## src/rtl/intersection_phase_scheduler.sv

```systemverilog
// Two-road intersection phase sequencer: demand-actuated greens bounded by
// min/max green, fixed yellow and all-red clearance, pedestrian walk service.
module intersection_phase_scheduler #(
    parameter int MIN_GREEN    = 5,
    parameter int MAX_GREEN    = 20,
    parameter int YELLOW_TIME  = 3,
    parameter int ALL_RED_TIME = 2,
    parameter int WALK_TIME    = 4,
    parameter int TW           = 8
) (
    input  logic       clk,
    input  logic       rst,
    input  logic       car_ns,
    input  logic       car_ew,
    input  logic       ped_req_ns,
    input  logic       ped_req_ew,
    output logic [1:0] ns_light,
    output logic [1:0] ew_light,
    output logic       walk_ns,
    output logic       walk_ew,
    output logic       ped_pending_ns,
    output logic       ped_pending_ew,
    output logic [2:0] phase
);

    typedef enum logic [2:0] {
        NS_GREEN  = 3'd0,
        NS_YELLOW = 3'd1,
        RED_TO_EW = 3'd2,
        EW_GREEN  = 3'd3,
        EW_YELLOW = 3'd4,
        RED_TO_NS = 3'd5
    } state_t;

    localparam logic [1:0] LAMP_RED    = 2'b00;
    localparam logic [1:0] LAMP_YELLOW = 2'b01;
    localparam logic [1:0] LAMP_GREEN  = 2'b10;

    localparam logic [TW-1:0] MIN_C  = TW'(MIN_GREEN - 1);
    localparam logic [TW-1:0] MAX_C  = TW'(MAX_GREEN - 1);
    localparam logic [TW-1:0] YEL_C  = TW'(YELLOW_TIME - 1);
    localparam logic [TW-1:0] RED_C  = TW'(ALL_RED_TIME - 1);
    localparam logic [TW-1:0] WALK_C = TW'(WALK_TIME);

    state_t        state_q, state_d;
    logic [TW-1:0] cnt_q, cnt_d;
    logic          pend_ns_q, pend_ns_d;
    logic          pend_ew_q, pend_ew_d;
    logic          arm_ns_q, arm_ns_d;
    logic          arm_ew_q, arm_ew_d;

    logic demand_ns, demand_ew;
    logic exit_now, is_green, enter_ns, enter_ew;

    assign demand_ns = car_ns | pend_ns_q;
    assign demand_ew = car_ew | pend_ew_q;

    always_ff @(posedge clk) begin
        if (rst) begin
            state_q   <= NS_GREEN;
            cnt_q     <= '0;
            pend_ns_q <= 1'b0;
            pend_ew_q <= 1'b0;
            arm_ns_q  <= 1'b0;
            arm_ew_q  <= 1'b0;
        end else begin
            state_q   <= state_d;
            cnt_q     <= cnt_d;
            pend_ns_q <= pend_ns_d;
            pend_ew_q <= pend_ew_d;
            arm_ns_q  <= arm_ns_d;
            arm_ew_q  <= arm_ew_d;
        end
    end

    always_comb begin
        exit_now = 1'b0;
        is_green = 1'b0;
        state_d  = state_q;
        case (state_q)
            NS_GREEN: begin
                is_green = 1'b1;
                exit_now = (cnt_q >= MIN_C) && demand_ew && (!car_ns || cnt_q == MAX_C);
            end
            EW_GREEN: begin
                is_green = 1'b1;
                exit_now = (cnt_q >= MIN_C) && demand_ns && (!car_ew || cnt_q == MAX_C);
            end
            NS_YELLOW, EW_YELLOW: exit_now = (cnt_q == YEL_C);
            RED_TO_EW, RED_TO_NS: exit_now = (cnt_q == RED_C);
            default:              exit_now = 1'b1;
        endcase

        if (exit_now) begin
            state_d = (state_q == RED_TO_NS || state_q > RED_TO_NS) ? NS_GREEN
                                                                     : state_t'(state_q + 3'd1);
        end

        // Counter saturates only while green so a resting green never wraps.
        if (exit_now)
            cnt_d = '0;
        else if (is_green && cnt_q == MAX_C)
            cnt_d = cnt_q;
        else
            cnt_d = cnt_q + 1'b1;

        enter_ns = exit_now && (state_q == RED_TO_NS);
        enter_ew = exit_now && (state_q == RED_TO_EW);

        // A request coinciding with green entry is served now, not deferred.
        pend_ns_d = enter_ns ? 1'b0 : (pend_ns_q | ped_req_ns);
        pend_ew_d = enter_ew ? 1'b0 : (pend_ew_q | ped_req_ew);
        arm_ns_d  = enter_ns ? (pend_ns_q | ped_req_ns) : (exit_now ? 1'b0 : arm_ns_q);
        arm_ew_d  = enter_ew ? (pend_ew_q | ped_req_ew) : (exit_now ? 1'b0 : arm_ew_q);
    end

    always_comb begin
        ns_light = LAMP_RED;
        ew_light = LAMP_RED;
        case (state_q)
            NS_GREEN:  ns_light = LAMP_GREEN;
            NS_YELLOW: ns_light = LAMP_YELLOW;
            EW_GREEN:  ew_light = LAMP_GREEN;
            EW_YELLOW: ew_light = LAMP_YELLOW;
            default: ;
        endcase
    end

    assign walk_ns        = (state_q == NS_GREEN) && arm_ns_q && (cnt_q < WALK_C);
    assign walk_ew        = (state_q == EW_GREEN) && arm_ew_q && (cnt_q < WALK_C);
    assign ped_pending_ns = pend_ns_q;
    assign ped_pending_ew = pend_ew_q;
    assign phase          = state_q;

endmodule
```

## config.mk

```make
export PLATFORM = sky130hd
export DESIGN_NAME = intersection_phase_scheduler
export DESIGN_NICKNAME = d
export VERILOG_FILES = /design/src/rtl/intersection_phase_scheduler.sv
export SDC_FILE = /design/constraint.sdc
export NUM_CORES = 1
export LEC_CHECK = 0
export CELL_PAD_IN_SITES_DETAIL_PLACEMENT = 0
export CELL_PAD_IN_SITES_GLOBAL_PLACEMENT = 1
export CORE_MARGIN = 2
export CORE_UTILIZATION = 42
export CTS_CLUSTER_SIZE = 24
export DETAILED_ROUTE_END_ITERATION = 10
export PLACE_DENSITY = 0.84
export SYNTH_ARGS = -nofsm -noshare
export SYNTH_HDL_FRONTEND = slang
export SYNTH_SLANG_ARGS = --single-unit
```

## constraint.sdc

```tcl
create_clock -name clk -period 6.6 [get_ports clk]
set_clock_uncertainty 0.1 [all_clocks]
set_input_delay 1.32 -clock clk [delete_from_list [all_inputs] [get_ports clk]]
set_output_delay 1.32 -clock clk [all_outputs]
set_load 0.1 [all_outputs]
```

# After elaboration in Yosys (flattened, before gate mapping)
# Index checks and enable logic that the tools add are counted.
[op_classes]
addsub = 2
n_lt_le_gt_ge = 3
eq_ne = 8
n_mux = 8
bitwise = 4
n_reduce_logical = 25
[ops]
columns = ["operator", "count"]
rows = [
  ["2-bit OR reduction", 6],
  ["1-bit logical AND", 11],
  ["8-bit by 1-bit adder with 8-bit output, second input constant", 1],
  ["8-bit by 1-bit equality test with 1-bit output, second input constant", 1],
  ["8-bit by 2-bit equality test with 1-bit output, second input constant", 1],
  ["8-bit by 5-bit equality test with 1-bit output, second input constant", 1],
  ["8-bit by 3-bit >= comparator with 1-bit output, second input constant", 1],
  ["8-bit by 3-bit less-than comparator with 1-bit output, second input constant", 1],
  ["2-bit case mux with 2 select lines", 2],
  ["3-bit by 2-bit equality test with 1-bit output, second input constant", 2],
  ["3-bit equality test, second input constant", 2],
  ["1-bit 2-to-1 mux", 4],
  ["1-bit bitwise OR", 4],
  ["1-bit case mux with 4 select lines", 1],
  ["2-bit nonzero test", 2],
  ["3-bit by 1-bit adder with 3-bit output, second input constant", 1],
  ["3-bit by 1-bit equality test with 1-bit output, second input constant", 1],
  ["3-bit greater-than comparator, second input constant", 1],
  ["3-bit logical NOT", 1],
  ["1-bit logical OR", 3],
  ["3-bit 2-to-1 mux", 1],
  ["1-bit logical NOT", 2],
]
[word_totals]
reg_bits = 15
in_bits = 6
out_inout_bits = 11
elab_cells = 56

# Logic depth before layout (Yosys ltp)
[depth]
depth_word = 6
ltp_mapped = 9
mapped_depth_nobuf = 7

# Worst setup path after synthesis
# No wires, ideal clock.
[synth_path]
path_type = "reg2out"
start = "reg state_q[0], in the netlist phase[0]"
end = "out walk_ns"
arrival_ns = 3.517
required_ns = 5.180
setup_slack_ns = 1.663
path_stages_with_launch = 5
path_buffers = 0
path_cell_list = "dfxtp_1 -> inv_1 -> ha_1 -> nor2b_1 -> and3_1"
[synth_between]
elab_chain_len = 3
[synth_rtl]
columns = ["element", "line_no", "source"]
rows = [
  ["from (decl)", "45", "state_t state_q, state_d;"],
  ["from (signal assigned)", "67", "state_q <= state_d;"],
  ["3-bit logical NOT", "129", "assign walk_ns = (state_q == NS_GREEN) && arm_ns_q && (cnt_q < WALK_C);"],
  ["1-bit logical AND (2 in series)", "129", ""],
  ["to (decl)", "19", "output logic walk_ns,"],
]
# Every way passes these cells.

# Worst setup path in the final report
[layout_path]
start = "reg cnt_q[5]"
end = "out walk_ew"
[layout_between]
elab_chain_len = 2
[layout_rtl]
columns = ["element", "line_no", "source"]
rows = [
  ["from (decl)", "46", "logic [TW-1:0] cnt_q, cnt_d;"],
  ["from (signal assigned)", "68", "cnt_q <= cnt_d;"],
  ["8-bit by 3-bit less-than comparator with 1-bit output", "130", "assign walk_ew = (state_q == EW_GREEN) && arm_ew_q && (cnt_q < WALK_C);"],
  ["1-bit logical AND", "130", ""],
  ["to (decl)", "20", "output logic walk_ew,"],
]
# Every way passes these cells.

==> results.md <==
* Post-synthesis sequential area ratio at 0.288
* Master cell of the clock root buffer: sky130_fd_sc_hd__clkbuf_4
* Die width at 53.8 µm
* Synth Warn # at 0
* Class of the most critical setup path: flip-flop to output pin
* I/O pin cnt at 17
* Syn Area/Cell at 8.82 µm²
* Post-synth net total at 131
* Nature of the critical path endpoint: output pin
* Wire length of the first global-routing pass at 3.80 mm
* Outcome: completed
* Overall fraction of global-route tracks in use at 0.180
* Post-CTS resize count at 0
* Antenna violations before repair at 0
* Max-cap check violation count at 0
* Final period util at 0.639
* Number of rows created at floorplan at 18
* Core occupancy in the finished layout at 0.514
* Number of detailed-routing iterations run before antenna repair at 4
* Post CTS Setup Buffer Count at 0
* Worst Setup Start Kind: flip-flop
* Average routed wire per standard cell at 13.2 µm
* Met2 capacity usage during global routing at 0.274
* Min-delay src: arm_ew_q
* Number of buffers between clock root and the deepest sink at 2
* Net count of the finished layout at 146
* # clock sinks at 15
* Fraction of layout cells with a size suffix above 1 at 0.167
* R2r startpoint: phase[1]
* Most used routing layer in global routing: met2
* Required time of the critical path at 5.18 ns
* Top cells by count, synth: sky130_fd_sc_hd__dfxtp_1, sky130_fd_sc_hd__nor2_1, sky130_fd_sc_hd__nor3_2, sky130_fd_sc_hd__ha_1, sky130_fd_sc_hd__nand2_1
* Fin. Hold Viols at 0
* TritonCTS clock tree: done
* Critical path launch point: cnt_q[5]
* Post-cts hold buffer count at 0
* Via count of the first global-routing pass at 854
* # H-tree levels at 1
* Setup TNS after final layout at 0 ns
* Max-slew headroom at the worst pin at 0.350
* IR Drop Worst-Case VDD at 0.197 mV
* Weighted congestion at the end of routability-driven global placement at 0.789
* Die Y at 53.8 µm
* Post-Synthesis Cells at 118
* Vias per Instance at 5.33
* RSZ-0062 raised after global routing: no
* Synthesized area at 0.00104 mm²
* Top-count cell post-synth: sky130_fd_sc_hd__dfxtp_1
* Worst-Margin Slew at 0.971 ns
* Total via count in the routed design at 863
* Synth unique cells at 37
* Total congestion overflow after global routing at 0
* Post-synthesis cell type with the largest combined area: sky130_fd_sc_hd__dfxtp_1
* Drt total wl at 2.13 mm
* Pin count of the biggest net entering global routing at 14
* Flip-flop cell with the highest count after synthesis: sky130_fd_sc_hd__dfxtp_1
* Diodes inserted at 0
* Max-slew violation total from the final report at 0
* Static Leakage at 0.462 nW
* Worst skew pair latency at 0.30 ns
* Area enclosed by the die boundary at 0.00289 mm²
* Worst-path clk slew at 0.12 ns
* Filler cell count in the final layout at 230
* Number of synthesized register bits at 15
* Path class of the lowest-slack min-delay path: flip-flop to flip-flop
* Effective utilization at floorplan at 0.432
* Largest fanout on the critical path at 5
* Area share of the largest cell type after synthesis at 0.288
* Detailed-route DRC error count at 0
* Met1 Track Usage GR at 0.251
* Number of buffers created by CTS at 3
* Synth-to-layout area growth at 19.0%
* I/O Buffers at 16
* Arr. time, crit path at 2.80 ns
* Met3 capacity usage during global routing at 0.0361
* Power per Cell Area at 288 mW/mm²
* HPWL after DPL at 1.61 mm
* DRC marker count from the first detailed-route iteration at 8
* EDFF count, synth at 0
* Peak clock frequency supported by timing at 237 MHz
* Final min period at 4.22 ns
* Floorplan Core Area at 0.00241 mm²
* Final setup violation count at 0
* FFs w/ async S/R, synth at 0
* Remaining antenna violation count at 0
* Leading post-synthesis cells by cell area: sky130_fd_sc_hd__dfxtp_1, sky130_fd_sc_hd__nor3_2, sky130_fd_sc_hd__ha_1
[cell type report]
class                      instances  area (µm²)  share of cell area
clock buffer                       3        22.5              0.0182
clock inverter                     1        7.51             0.00606
inverter                           6        22.5              0.0182
multi-input combinational         91         688               0.556
sequential                        15         300               0.242
tap                               30        37.5              0.0303
timing repair buffer              16         160               0.129
[cells by family after synthesis]
kind of cell	Yosys count	share of synthesized area
flops	15	0.288
simple gates	56	0.337
fa+ha+maj	7	0.0841
xor+xnor	6	0.0505
compound gates	15	0.121
buf+inv	12	0.0505
mux	7	0.0685
[critical path: stages, from the launching register on]
cell and delay, ns:
sky130_fd_sc_hd__dfxtp_1 0.35, sky130_fd_sc_hd__or4_4 0.57, sky130_fd_sc_hd__nor3_2 0.23, sky130_fd_sc_hd__and3_1 0.21, sky130_fd_sc_hd__clkdlybuf4s50_1 1.13
[where the power goes]
group	leakage [nW]	internal [mW]	switching, mW
clock	0.0139	0.0231	0.0363
combinational	0.326	0.0606	0.117
sequential	0.122	0.101	0.0191
[final timing paths]
check                   endpoint  slack, ns  cells past startpoint
hold reg to reg         arm_ew_q       0.37                      2
setup reg to reg  ped_pending_ns       4.07                      7
hold / removal          arm_ew_q       0.37                      2
setup / recovery         walk_ew       2.38                      4
[through the flow]
stage	total power, mW	instances	worst slack [ns]	area (µm²)	hold slack (ns)
after detailed placement	0.301	158	2.73	1210	0.356
after floorplan	0.268	118	1.66	1040	0.330
final	0.357	162	2.38	1240	0.373
after CTS	0.361	162	2.37	1240	0.374
after global placement	0.298	158	2.77	1210	0.352
after global routing	0.382	162	2.28	1240	0.408
[state kept, by name (all words and copies together) (netlist names)]
register / flops
cnt_q: 8
ped_pending_ns: 1
arm_ns_q: 1
arm_ew_q: 1
phase: 3
ped_pending_ew: 1
[cells in the final DEF (no fill, tap or decap), types with 2 or more instances in the layout]
master                            synthesis  final
sky130_fd_sc_hd__and3_1                   4      4
sky130_fd_sc_hd__inv_1                    6      6
sky130_fd_sc_hd__nand2_1                  7      7
sky130_fd_sc_hd__nand3_1                  5      5
sky130_fd_sc_hd__nor2_1                  11     11
sky130_fd_sc_hd__nand2b_1                 4      4
sky130_fd_sc_hd__a311o_1                  2      2
sky130_fd_sc_hd__nor3_1                   2      2
sky130_fd_sc_hd__dfxtp_1                 15     15
sky130_fd_sc_hd__mux2i_1                  6      6
sky130_fd_sc_hd__xor2_1                   3      3
sky130_fd_sc_hd__ha_1                     7      7
sky130_fd_sc_hd__a21oi_2                  3      3
sky130_fd_sc_hd__clkbuf_4                 0      3
sky130_fd_sc_hd__nor3_2                   9      9
sky130_fd_sc_hd__o21ai_0                  3      3
sky130_fd_sc_hd__xnor2_1                  3      3
sky130_fd_sc_hd__nor2b_1                  4      4
sky130_fd_sc_hd__nor4bb_1                 2      2
sky130_fd_sc_hd__clkdlybuf4s50_1          0     16
[routing by layer]
metal	up-vias	part of all wire
li1	444	-
met1	397	0.48
met2	18	0.47
met3	4	0.039
met4	0	0.0084
met5	-	0
(Power assumes the default switching activity.)
